--- src/rtl/corr_stream_core.sv ---
// Memory -> correlator -> memory streaming engine: fetches LEN samples, feeds the correlator,
// converts/scales/saturates each result and writes it back. Define PEAK_TRACK_EN for peak tracking.
module corr_stream_core #(
    parameter int DW    = 8,
    parameter int AW    = 16,
    parameter int ACC_W = 25,
    parameter int SHIFT = 12,
    parameter int PRIME = 1
) (
    input  logic             clk,
    input  logic             rst,
    input  logic             start,
    input  logic             abort,
    input  logic             mode,
    input  logic [AW-1:0]    len,
    input  logic [AW-1:0]    src_base,
    input  logic [AW-1:0]    dst_base,
    output logic             busy,
    output logic             done,
    output logic [AW-1:0]    mem_addr,
    output logic             mem_read,
    output logic             mem_write,
    output logic [DW-1:0]    mem_wdata,
    input  logic [DW-1:0]    mem_rdata,
    input  logic             mem_rdy,
    output logic [DW-1:0]    corr_in,
    output logic             corr_start,
    input  logic [ACC_W-1:0] corr_out,
    input  logic             corr_valid,
    output logic [2:0]       state_dbg
`ifdef PEAK_TRACK_EN
    ,
    output logic [DW-1:0]    peak_val,
    output logic [AW-1:0]    peak_idx
`endif
);

    // Memory bus handshake: mem_read/mem_write are one-cycle strobes with mem_addr (and
    // mem_wdata) valid in that cycle; the transaction ends in the first cycle mem_rdy is high,
    // which is also when mem_rdata is valid. The correlator side mirrors this with
    // corr_start (one cycle, corr_in valid) and corr_valid (corr_out valid).

    typedef enum logic [2:0] {
        S_IDLE      = 3'd0,
        S_RD        = 3'd1,
        S_WAIT_RD   = 3'd2,
        S_SEND      = 3'd3,
        S_WAIT_CORR = 3'd4,
        S_WR        = 3'd5,
        S_WAIT_WR   = 3'd6,
        S_NEXT      = 3'd7
    } state_t;

    localparam logic signed [ACC_W-1:0] S_MAX = ACC_W'((1 << (DW-1)) - 1);
    localparam logic signed [ACC_W-1:0] S_MIN = ~S_MAX;

    state_t        state, state_n;
    logic          mode_q;
    logic [AW-1:0] len_q, src_q, dst_q, idx;
    logic [DW-1:0] sample_q, result_q;
    logic          abort_pend;

    logic done_n, load, cap_sample, cap_result, inc_idx, pend_set;

    logic [ACC_W:0]           corr_ext, mag;
    logic signed [ACC_W-1:0]  s_shift;
    logic [DW-1:0]            mag_res, sgn_res, conv_res;

    assign state_dbg = state;

    // Next-state and control decode
    always_comb begin
        state_n    = state;
        done_n     = 1'b0;
        load       = 1'b0;
        cap_sample = 1'b0;
        cap_result = 1'b0;
        inc_idx    = 1'b0;
        pend_set   = 1'b0;
        case (state)
            S_IDLE: begin
                if (start) begin
                    load = 1'b1;
                    if (len == '0) done_n = 1'b1;
                    else           state_n = S_RD;
                end
            end
            S_RD: begin
                if (abort) begin
                    state_n = S_IDLE;
                    done_n  = 1'b1;
                end else begin
                    state_n = S_WAIT_RD;
                end
            end
            S_WAIT_RD: begin
                if (mem_rdy) begin
                    if (abort || abort_pend) begin
                        state_n = S_IDLE;
                        done_n  = 1'b1;
                    end else begin
                        cap_sample = 1'b1;
                        state_n    = S_SEND;
                    end
                end else if (abort) begin
                    pend_set = 1'b1;
                end
            end
            S_SEND: begin
                if (abort) begin
                    state_n = S_IDLE;
                    done_n  = 1'b1;
                end else begin
                    state_n = S_WAIT_CORR;
                end
            end
            S_WAIT_CORR: begin
                if (abort) begin
                    state_n = S_IDLE;
                    done_n  = 1'b1;
                end else if (corr_valid) begin
                    cap_result = 1'b1;
                    state_n    = S_WR;
                end
            end
            S_WR: begin
                if (abort) begin
                    state_n = S_IDLE;
                    done_n  = 1'b1;
                end else begin
                    state_n = S_WAIT_WR;
                end
            end
            S_WAIT_WR: begin
                if (mem_rdy) begin
                    if (abort || abort_pend) begin
                        state_n = S_IDLE;
                        done_n  = 1'b1;
                    end else begin
                        state_n = S_NEXT;
                    end
                end else if (abort) begin
                    pend_set = 1'b1;
                end
            end
            S_NEXT: begin
                if (abort || idx == len_q - AW'(1)) begin
                    state_n = S_IDLE;
                    done_n  = 1'b1;
                end else begin
                    inc_idx = 1'b1;
                    state_n = S_RD;
                end
            end
            default: state_n = S_IDLE;
        endcase
    end

    always_ff @(posedge clk or posedge rst) begin
        if (rst) begin
            state <= S_IDLE;
            done  <= 1'b0;
        end else begin
            state <= state_n;
            done  <= done_n;
        end
    end

    // Result conversion: magnitude is formed one bit wider so the most negative input is exact
    always_comb begin
        corr_ext = {corr_out[ACC_W-1], corr_out};
        mag      = corr_out[ACC_W-1] ? (~corr_ext + (ACC_W+1)'(1)) : corr_ext;
        if ((mag >> (SHIFT + DW)) != '0) mag_res = '1;
        else                             mag_res = mag[SHIFT+DW-1:SHIFT];

        s_shift = $signed(corr_out) >>> SHIFT;
        if (s_shift > S_MAX)      sgn_res = S_MAX[DW-1:0];
        else if (s_shift < S_MIN) sgn_res = S_MIN[DW-1:0];
        else                      sgn_res = s_shift[DW-1:0];

        conv_res = mode_q ? sgn_res : mag_res;
    end

    always_ff @(posedge clk or posedge rst) begin
        if (rst) begin
            mode_q     <= 1'b0;
            len_q      <= '0;
            src_q      <= '0;
            dst_q      <= '0;
            idx        <= '0;
            sample_q   <= '0;
            result_q   <= '0;
            abort_pend <= 1'b0;
        end else begin
            if (load) begin
                mode_q <= mode;
                len_q  <= len;
                src_q  <= src_base;
                dst_q  <= dst_base;
                idx    <= '0;
            end else if (inc_idx) begin
                idx <= idx + AW'(1);
            end
            if (cap_sample) sample_q <= mem_rdata;
            // Leading outputs cover the correlator fill latency and are written as zero
            if (cap_result) result_q <= (idx < AW'(PRIME)) ? '0 : conv_res;
            if (load)                abort_pend <= 1'b0;
            else if (pend_set)       abort_pend <= 1'b1;
            else if (state_n == S_IDLE) abort_pend <= 1'b0;
        end
    end

    // Bus and correlator outputs are pure decodes of the current state
    always_comb begin
        busy       = (state != S_IDLE);
        mem_addr   = '0;
        mem_read   = 1'b0;
        mem_write  = 1'b0;
        mem_wdata  = '0;
        corr_in    = '0;
        corr_start = 1'b0;
        case (state)
            S_RD: begin
                mem_addr = src_q + idx;
                mem_read = 1'b1;
            end
            S_SEND: begin
                corr_in    = sample_q;
                corr_start = 1'b1;
            end
            S_WR: begin
                mem_addr  = dst_q + idx;
                mem_write = 1'b1;
                mem_wdata = result_q;
            end
            default: ;
        endcase
    end

`ifdef PEAK_TRACK_EN
    logic peak_gt;

    always_comb begin
        if (mode_q) peak_gt = ($signed(result_q) > $signed(peak_val));
        else        peak_gt = (result_q > peak_val);
    end

    // Strict greater-than keeps the earliest index on ties
    always_ff @(posedge clk or posedge rst) begin
        if (rst) begin
            peak_val <= '0;
            peak_idx <= '0;
        end else if (load) begin
            peak_val <= '0;
            peak_idx <= '0;
        end else if (state == S_WR && idx >= AW'(PRIME) && peak_gt) begin
            peak_val <= result_q;
            peak_idx <= idx;
        end
    end
`endif

endmodule

--- config.mk ---
export PLATFORM = sky130hd
export DESIGN_NAME = corr_stream_core
export DESIGN_NICKNAME = d
export VERILOG_FILES = /design/src/rtl/corr_stream_core.sv
export SDC_FILE = /design/constraint.sdc
export NUM_CORES = 1
export LEC_CHECK = 0
export ABC_AREA = 0
export ABC_CLOCK_PERIOD_IN_PS = 8700
export BUFFER_PORTS_ARGS = -buffer_cell sky130_fd_sc_hd__buf_2
export CAP_MARGIN = 30
export CORE_MARGIN = 2
export CORE_UTILIZATION = 59
export CTS_CLUSTER_DIAMETER = 100
export DETAILED_ROUTE_END_ITERATION = 10
export GPL_ROUTABILITY_DRIVEN = 0
export PLACE_DENSITY = 0.95
export SLEW_MARGIN = 15
export SYNTH_ARGS = -nofsm -noshare
export SYNTH_HDL_FRONTEND = slang
export SYNTH_SLANG_ARGS = --single-unit
--- constraint.sdc ---
create_clock -name clk -period 8.7 [get_ports clk]
set_clock_uncertainty 0.1 [all_clocks]
set_input_delay 0.435 -clock clk [delete_from_list [all_inputs] [get_ports clk]]
set_output_delay 0.435 -clock clk [all_outputs]
set_load 0.05 [all_outputs]
## Word level (Yosys, flattened, before mapping)

Index checks and enable logic that the tools add are counted.

| word-level totals | value |
|---|---|
| bits in registers | 86 |
| bits of input ports | 88 |
| output and inout port bits | 40 |
| word-level logic and storage cells | 87 |

| operators by class | value |
|---|---|
| add/sub/neg operators | 5 |
| order comparisons | 3 |
| equal/unequal tests | 8 |
| mux-type cells | 49 |
| bitwise gates (word level) | 1 |
| reduce and logical (&&, ||, !) cells | 11 |

Operators by type and width:

| operator | count |
|---|---|
| $mux 8 | 7 |
| $add 16x16->16 | 2 |
| $mux 16 | 2 |
| $pmux 16 s2 | 1 |
| $mux 3 | 9 |
| $add 26x1->26 const B | 1 |
| $mux 26 | 1 |
| $not 26->26 | 1 |
| $reduce_bool 26->1 | 1 |
| $mux 1 | 25 |
| $pmux 3 s8 | 1 |
| $add 16x1->16 const B | 1 |
| $eq 16x16->1 | 1 |
| $logic_not 16->1 | 1 |
| $lt 16x1->1 const B | 1 |
| $sub 16x1->16 const B | 1 |
| $gt 13x8->1 const B | 1 |
| $lt 13x8->1 const B | 1 |
| $eq 3x3->1 const B | 4 |
| $eq 3x2->1 const B | 2 |
| $logic_not 3->1 | 2 |
| $reduce_bool 3->1 | 2 |
| $mux 2 | 2 |
| $pmux 1 s4 | 1 |
| other kinds (5) | 6 |

## Longest topological paths before layout

Gate-level depths: netlist (run 1).

| logic depth | value |
|---|---|
| word-level depth | 9 |
| mapped depth | 15 |
| mapped depth without buffers | 13 |

## Worst setup path after synthesis (run 1)

OpenSTA, ideal clock, no wires.

| timing path | value |
|---|---|
| path kind | reg2out |
| from | reg state[1] (netlist: state_dbg[1]) |
| to | out mem_addr[14] |
| data arrival time | 4.276 ns |
| required time | 8.165 ns |
| setup slack | 3.889 ns |
| cell stages (with the launch flop) | 16 |
| buffers on the path | 2 |
| cells stage by stage | dfrtp_1 -> clkbuf_1 -> nor2b_1 -> nand2_1 -> clkbuf_1 -> mux2_2 -> ha_1 -> inv_1 -> fa_1 -> nor2b_1 -> o31a_1 -> o211ai_1 -> a21oi_1 -> o31ai_1 -> o21ai_1 -> mux2i_1 |

| on the way | value |
|---|---|
| longest elaborated chain between the ends | 2 |
| elaborated cells on any way between the ends | 3 |
| classes of those cells | eq/ne (2); mux (1) |

RTL lines:

| item | line | text |
|---|---|---|
| start, declared | 57 | `state_t state, state_n;` |
| start signal, assigned | 164 | `state <= state_n;` |
| $eq 3x3->1 or $eq 3x1->1 (tied branches) | 222 | `case (state)` |
| $pmux 16 s2 (*) | 222 |  |
| end, declared | 20 | `output logic [AW-1:0] mem_addr,` |

Mark *: on every way between the ends. The rest lies on a longest branch, timed or not.

## Worst setup path in the final report (run 1)

| timing path | value |
|---|---|
| from | reg state[0] (netlist: state_dbg[0]) |
| to | out mem_addr[15] |

Same word-level chain as after synthesis.

==> reports/qor.txt, run 1 <==
Crit Path Class: flip-flop to output pin
Drt first pass iters: 7
Clock Sinks: 86
Vias in the first global route: 5323
Ports: 128
Worst reg2reg setup slack: 5.23 ns
RSZ-0062 raised after global routing: false
Max Freq: 171 MHz
Final hold vios: 0
Clock Path Buffers: 2
Flops & latches, synth: 86
Crit Path Max Fanout: 17
Max-slew violations: 0
Initial antenna violation count: 0
Core area: 9280 sq um
Post-DP HPWL: 11.0 mm
Cts hold-fix bufs: 0
EDFF count, synth: 0
ANT nets after route: 0
Max cap viols: 0
Clk root buf: clkbuf_8
Setup tns final: 0 ns
Worst reg2reg path endpoint: state_dbg[0]$_DFF_PP0_
Cell count after synthesis: 679
Synth Flop Type: dfrtp_1
Power Total: 1.89 mW
Vias/cell: 6.13
WL per Instance: 16.6 um
Clock Latency Late Sink: 0.37 ns
Synth unique cells: 65
Initial Utilization: 61.0%
Global-route wire length before repair: 24.7 mm
Overall die area: 10400 sq um
Max IR drop VDD: 0.000343 V
Final period util: 67.2%
Final Net Count: 896
Syn_area_per_cell: 8.34 sq um
Worst slew margin: 35.4%
Gr ovfl total: 0
Area grow syn2layout: 16.7%
Critical Path AT: 5.31 ns
Number of I/O port buffers: 127
CTS tree: built
LEAKAGE: 3.25 nW
CP required: 8.17 ns
TritonCTS Buffers: 9
HP Class: input port to asynchronous set/reset pin
Mapped Area: 5670 sq um
Cells on worst reg2reg path: 10
Worst-margin pin slew: 0.962 ns
Final WL: 15.3 mm
Die Wd: 102 um
Synth async-reset ratio: 100%
# setup viols final: 0
Post-route minimum period: 5.85 ns
Synth Net Count: 786
ANT cells: 0
GR Util All Layers: 29.6%
Routed via count: 5658
Status: finished, final reports clean
CP startpoint kind: flip-flop
Post-CTS Setup Inserts: 0
PwrDens: 285 nW/um^2
Largest net degree at the start of global routing: 54
Die Ht: 102 um
Share of cells above drive strength 1: 23.3%
Seq/Total Area, Yosys: 38.0%
Clk slew on worst S/H paths: 0.09 ns
Num rows: 35
Reg2reg start: len_q[0]$_DFFE_PP0P_
Remaining DRCs: 0
CP Capture Type: output pin
Resize count post-CTS: 0
DR iter-0 viols: 474
Synth warn: 0
CTS HTree Levels: 3
[sequential cells by signal (all words and copies together), names as in the netlist]
signal,count
abort_pend,1
dst_q,16
state_dbg,3
done,1
mode_q,1
sample_q,8
result_q,8
src_q,16
len_q,16
idx,16
[metal layers]
metal	track usage, %	routed length, um
met5	0	0
met4	13.5	449
met1	35.8	5970
met3	4.86	1150
met2	52.0	7740
[worst max path at each step]
stage | cells after the start | to | slack, ns | start
2_1_floorplan | 15 | mem_addr[14] | 3.89 | state_dbg[1]$_DFF_PP0_
3_3_place_gp | 12 | mem_addr[15] | 3.73 | state_dbg[0]$_DFF_PP0_
3_5_place_dp | 12 | mem_addr[15] | 3.44 | state_dbg[0]$_DFF_PP0_
4_1_cts | 12 | mem_addr[15] | 2.95 | state_dbg[0]$_DFF_PP0_
5_1_grt | 12 | mem_addr[15] | 2.50 | state_dbg[0]$_DFF_PP0_
6_report | 12 | mem_addr[15] | 2.85 | state_dbg[0]$_DFF_PP0_
[metrics by stage]
stage          hold WS (ns)  setup slack, ns  utilization, %  instance area (sq um)  std cells
2_1_floorplan         0.338             3.89               -                   5670        679
3_3_place_gp          0.350             3.73            68.3                   6340        904
3_5_place_dp          0.357             3.44            68.7                   6380        906
4_1_cts               0.135             2.95            71.1                   6600        922
5_1_grt               0.154             2.50            71.2                   6610        923
6_report              0.116             2.85            71.2                   6610        923
[cells in the final DEF (no fill, tap or decap), types with 11 or more instances in the layout]
cell     count
mux2_2      23
a21oi_1     34
o21ai_0     18
xor2_1      13
xnor2_1     15
nand2_1    182
ha_1        18
buf_2      127
or3_1       11
nor4_1      15
nand3_1     16
or4_1       12
nor2_1      30
o31ai_1     12
nor3_1      11
dfrtp_1     86
o21ai_1     16
inv_1       14
[final cells by class]
type / instances / area (sq um)
Inverter: 15 / 57.6
Timing Repair Buffer: 132 / 702
Sequential cell: 86 / 2150
Clock inverter: 6 / 92.6
Fill cell: 678 / 2670
Clock buffer: 10 / 128
Tap cell: 129 / 161
Multi-Input combinational cell: 545 / 3320
[cell usage after synthesis (6+ instances only)]
| cell type | count | area share [%] |
|---|---|---|
| nand3_1 | 16 | 1.4 |
| or4_1 | 12 | 1.6 |
| mux2_2 | 23 | 4.6 |
| o21ai_0 | 18 | 1.6 |
| o211ai_1 | 6 | 0.79 |
| o31ai_1 | 12 | 1.6 |
| inv_1 | 15 | 0.99 |
| nor2b_1 | 7 | 0.77 |
| xor2_1 | 13 | 2.0 |
| nand2_1 | 182 | 12 |
| ha_1 | 18 | 4.0 |
| and2_1 | 11 | 1.2 |
| o21ai_1 | 16 | 1.4 |
| xnor2_1 | 15 | 2.3 |
| dfrtp_1 | 86 | 38 |
| a21oi_1 | 34 | 3.0 |
| nand2b_1 | 9 | 0.99 |
| nor3_1 | 11 | 0.97 |
| and3_1 | 9 | 0.99 |
| or3_1 | 11 | 1.2 |
| nand4_1 | 10 | 1.1 |
| nor2_1 | 30 | 2.0 |
| clkbuf_1 | 29 | 1.9 |
| nor4_1 | 15 | 1.7 |
[power breakdown]
group	switching, mW	leakage [nW]	internal (mW)
clock	0.156	0.104	0.164
combinational	0.578	2.04	0.320
sequential	0.132	1.10	0.535
total	0.866	3.25	1.02
[kinds of logic (layout without fill, tap and decap cells)]
logic type | count (synthesis) | after routing | synth area share (%)
AOI/OAI and AO/OA | 128 | 128 | 15.1
xor gates and xnor gates | 29 | 29 | 4.73
adders and majority gates | 19 | 19 | 4.33
buffers and inverters | 48 | 163 | 3.45
DFF | 86 | 86 | 38.0
muxes | 26 | 26 | 5.10
and+or+nand+nor | 343 | 343 | 29.3
[critical path, stage by stage (launching register included)]
cell      delay (ns)
dfrtp_1         0.57
nor2b_1         0.71
nand2_1         0.65
mux2_2          0.48
ha_1            0.30
a211oi_1        0.41
o21a_1          0.22
o31ai_1         0.12
o41ai_1         0.59
o21ai_0         0.28
xnor2_1         0.20
nor2_1          0.11
buf_2           0.29
Note: power is estimated with default switching activity, not from simulation.
==> run 2: changes to the inputs <==
--- a/config.mk
+++ b/config.mk
@@ -6,15 +6,15 @@
 export NUM_CORES = 1
 export LEC_CHECK = 0
 export ABC_AREA = 0
-export ABC_CLOCK_PERIOD_IN_PS = 8700
+export ABC_CLOCK_PERIOD_IN_PS = 5090
 export BUFFER_PORTS_ARGS = -buffer_cell sky130_fd_sc_hd__buf_2
 export CAP_MARGIN = 30
 export CORE_MARGIN = 2
-export CORE_UTILIZATION = 59
+export CORE_UTILIZATION = 50
 export CTS_CLUSTER_DIAMETER = 100
 export DETAILED_ROUTE_END_ITERATION = 10
 export GPL_ROUTABILITY_DRIVEN = 0
-export PLACE_DENSITY = 0.95
+export PLACE_DENSITY = 0.87
 export SLEW_MARGIN = 15
 export SYNTH_ARGS = -nofsm -noshare
 export SYNTH_HDL_FRONTEND = slang
==> constraint.sdc (replaced) <==
create_clock -name clk -period 5.09 [get_ports clk]
set_clock_uncertainty 0.1 [all_clocks]
set_input_delay 0.2545 -clock clk [delete_from_list [all_inputs] [get_ports clk]]
set_output_delay 0.2545 -clock clk [all_outputs]
set_load 0.05 [all_outputs]
==> run 2 against run 1 <==
  * Setup slack got worse by 2.3 ns
  * Core utilization fell by 9.4 points
  * Sequential share of layout area fell by 0.69 points
  * Highest routed layer unchanged
  * Critical path depth rose by 2
  * Die area rose by 17%
  * Global-route usage fell by 5.8 points
  * Critical endpoint unchanged
==> reports/qor.txt, run 2 (synthesis results as in run 1) <==
Critical Path AT: 4.17 ns
Commonest cells after routing, fill and taps aside: nand2_1, buf_2, dfrtp_1
Hold slack: 0.00370 ns
Reg2reg start: len_q[0]$_DFFE_PP0P_
Crit Path Class: flip-flop to output pin
Final period util: 88.9%
Final Net Count: 903
Max IR drop VDD: 0.000403 V
Slowest CP cell: dfrtp_1
ANT nets after route: 0
Int Power: 1.85 mW
Worst hold path startpoint: dst_base[11]
Area grow syn2layout: 19.3%
Max cap viols: 0
Register share of total power: 34.7%
PwrDens: 486 nW/um^2
Ports: 128
Post-DP HPWL: 10.4 mm
Max stage delay on crit path: 0.50 ns
Clock Sinks: 86
CP Capture Type: output pin
WL per Instance: 15.3 um
Share of cells above drive strength 1: 23.3%
Vias in the first global route: 5094
Initial Utilization: 51.8%
Die Ht: 110 um
Clk root buf: clkbuf_16
CP required: 4.74 ns
Status: finished, final reports clean
Drt first pass iters: 5
Power Total: 3.29 mW
Placed Area: 6400 sq um
Hold Path End: dst_q[11]$_DFFE_PP0P_
Final hold vios: 0
TritonCTS Buffers: 9
RSZ-0062 raised after global routing: false
Worst slew margin: 44.7%
Hold depth: 3
CTS HTree Levels: 3
Max Freq: 221 MHz
Gr ovfl total: 0
Routed via count: 5385
Clock network power share: 19.7%
Global-route wire length before repair: 24.3 mm
ANT cells: 0
HP Class: input port to flip-flop
Post-Route Utilization: 61.8%
Crit path buf inv count: 3
Vias/cell: 5.73
Core area: 10900 sq um
GR Util All Layers: 23.9%
CP delay by family, top: compound AO/OA/AOI/OAI gates
Post-route minimum period: 4.52 ns
Largest net degree at the start of global routing: 54
Overall die area: 12200 sq um
# setup viols final: 0
Resize count post-CTS: 0
Worst-margin pin slew: 0.823 ns
Comb power frac: 45.5%
Worst reg2reg setup slack: 1.72 ns
CP startpoint kind: flip-flop
Crit Path Max Fanout: 17
Clock Latency Late Sink: 0.34 ns
Worst reg2reg path endpoint: abort_pend$_DFFE_PP0P_
Max-slew violations: 0
CP most frequent cell: buf_4
Final WL: 14.3 mm
LEAKAGE: 3.32 nW
Num rows: 38
Switch Pwr: 1.43 mW
Remaining DRCs: 0
Design area: 6760 sq um
Setup tns final: 0 ns
Clk slew on worst S/H paths: 0.06 ns
DR iter-0 viols: 398
Switching part of the total power: 43.6%
Clock Path Buffers: 2
Cells on worst reg2reg path: 10
Initial antenna violation count: 0
CP Depth: 14
Number of I/O port buffers: 127
CP Cell Sequence: nor2b_1 -> buf_4 -> nand2_1 -> buf_4 -> mux2_2 -> ha_1 -> a211oi_1 -> o21a_1 -> o31ai_1 -> o41ai_1 -> o21ai_0 -> xnor2_1 -> nor2_1 -> buf_2
CTS tree: built
Commonest non-fill, non-tap cell in the layout: nand2_1
Die Wd: 110 um
-- run 2: metrics by stage --
stage	instances	setup WS, ns
3_3_place_gp	918	1.06
4_1_cts	939	0.589
3_5_place_dp	919	0.996
5_1_grt	940	0.174
6_report	940	0.566
2_1_floorplan	679	0.459
-- run 2: worst reg2reg max path, delay by kind of cell, from the launching register on --
kind	cells	cell delay [ns]
simple gates	5	1.74
fa+ha+maj	1	0.20
buf+inv	2	0.37
compound gates	2	0.33
flops	1	0.45
-- run 2: power groups by stage --
stage	Combinational [mW]	Sequential, mW	Clock [mW]
floorplan	1.17	1.10	0
global placement	1.44	1.13	0
detailed placement	1.48	1.14	0
CTS	1.50	1.13	0.659
global route	1.64	1.17	0.692
finish	1.50	1.14	0.648
-- run 2: layer usage --
layer | vias to the layer above | GRT usage (%) | share of wire, %
li1 | 2643 | - | -
met1 | 2538 | 32.0 | 44
met2 | 190 | 39.7 | 49
met3 | 14 | 4.45 | 6.4
met4 | 0 | 6.67 | 1.2
met5 | - | 0 | 0
-- run 2: area by class of cell --
class,count,area [sq um]
Fill cell,956,4180
Clock buffer,11,243
Timing Repair Buffer,139,762
Inverter,15,57.6
Sequential cell,86,2150
Clock inverter,4,47.5
Multi-Input combinational cell,545,3320
Tap cell,140,175
-- run 2: worst max path at each step --
stage                                       from            to  slack (ns)
after floorplan           state_dbg[1]$_DFF_PP0_  mem_addr[14]        0.46
after global placement    state_dbg[0]$_DFF_PP0_  mem_addr[13]        1.06
after detailed placement  state_dbg[0]$_DFF_PP0_  mem_addr[15]         1.0
after CTS                 state_dbg[0]$_DFF_PP0_  mem_addr[15]        0.59
after global routing      state_dbg[0]$_DFF_PP0_  mem_addr[15]        0.17
final                     state_dbg[0]$_DFF_PP0_  mem_addr[15]        0.57
-- run 2: what timing repair did --
action                    4_1_cts  5_1_grt
setup buffers                   0        0
hold endpoints to repair       37        0
hold buffers                    5        0
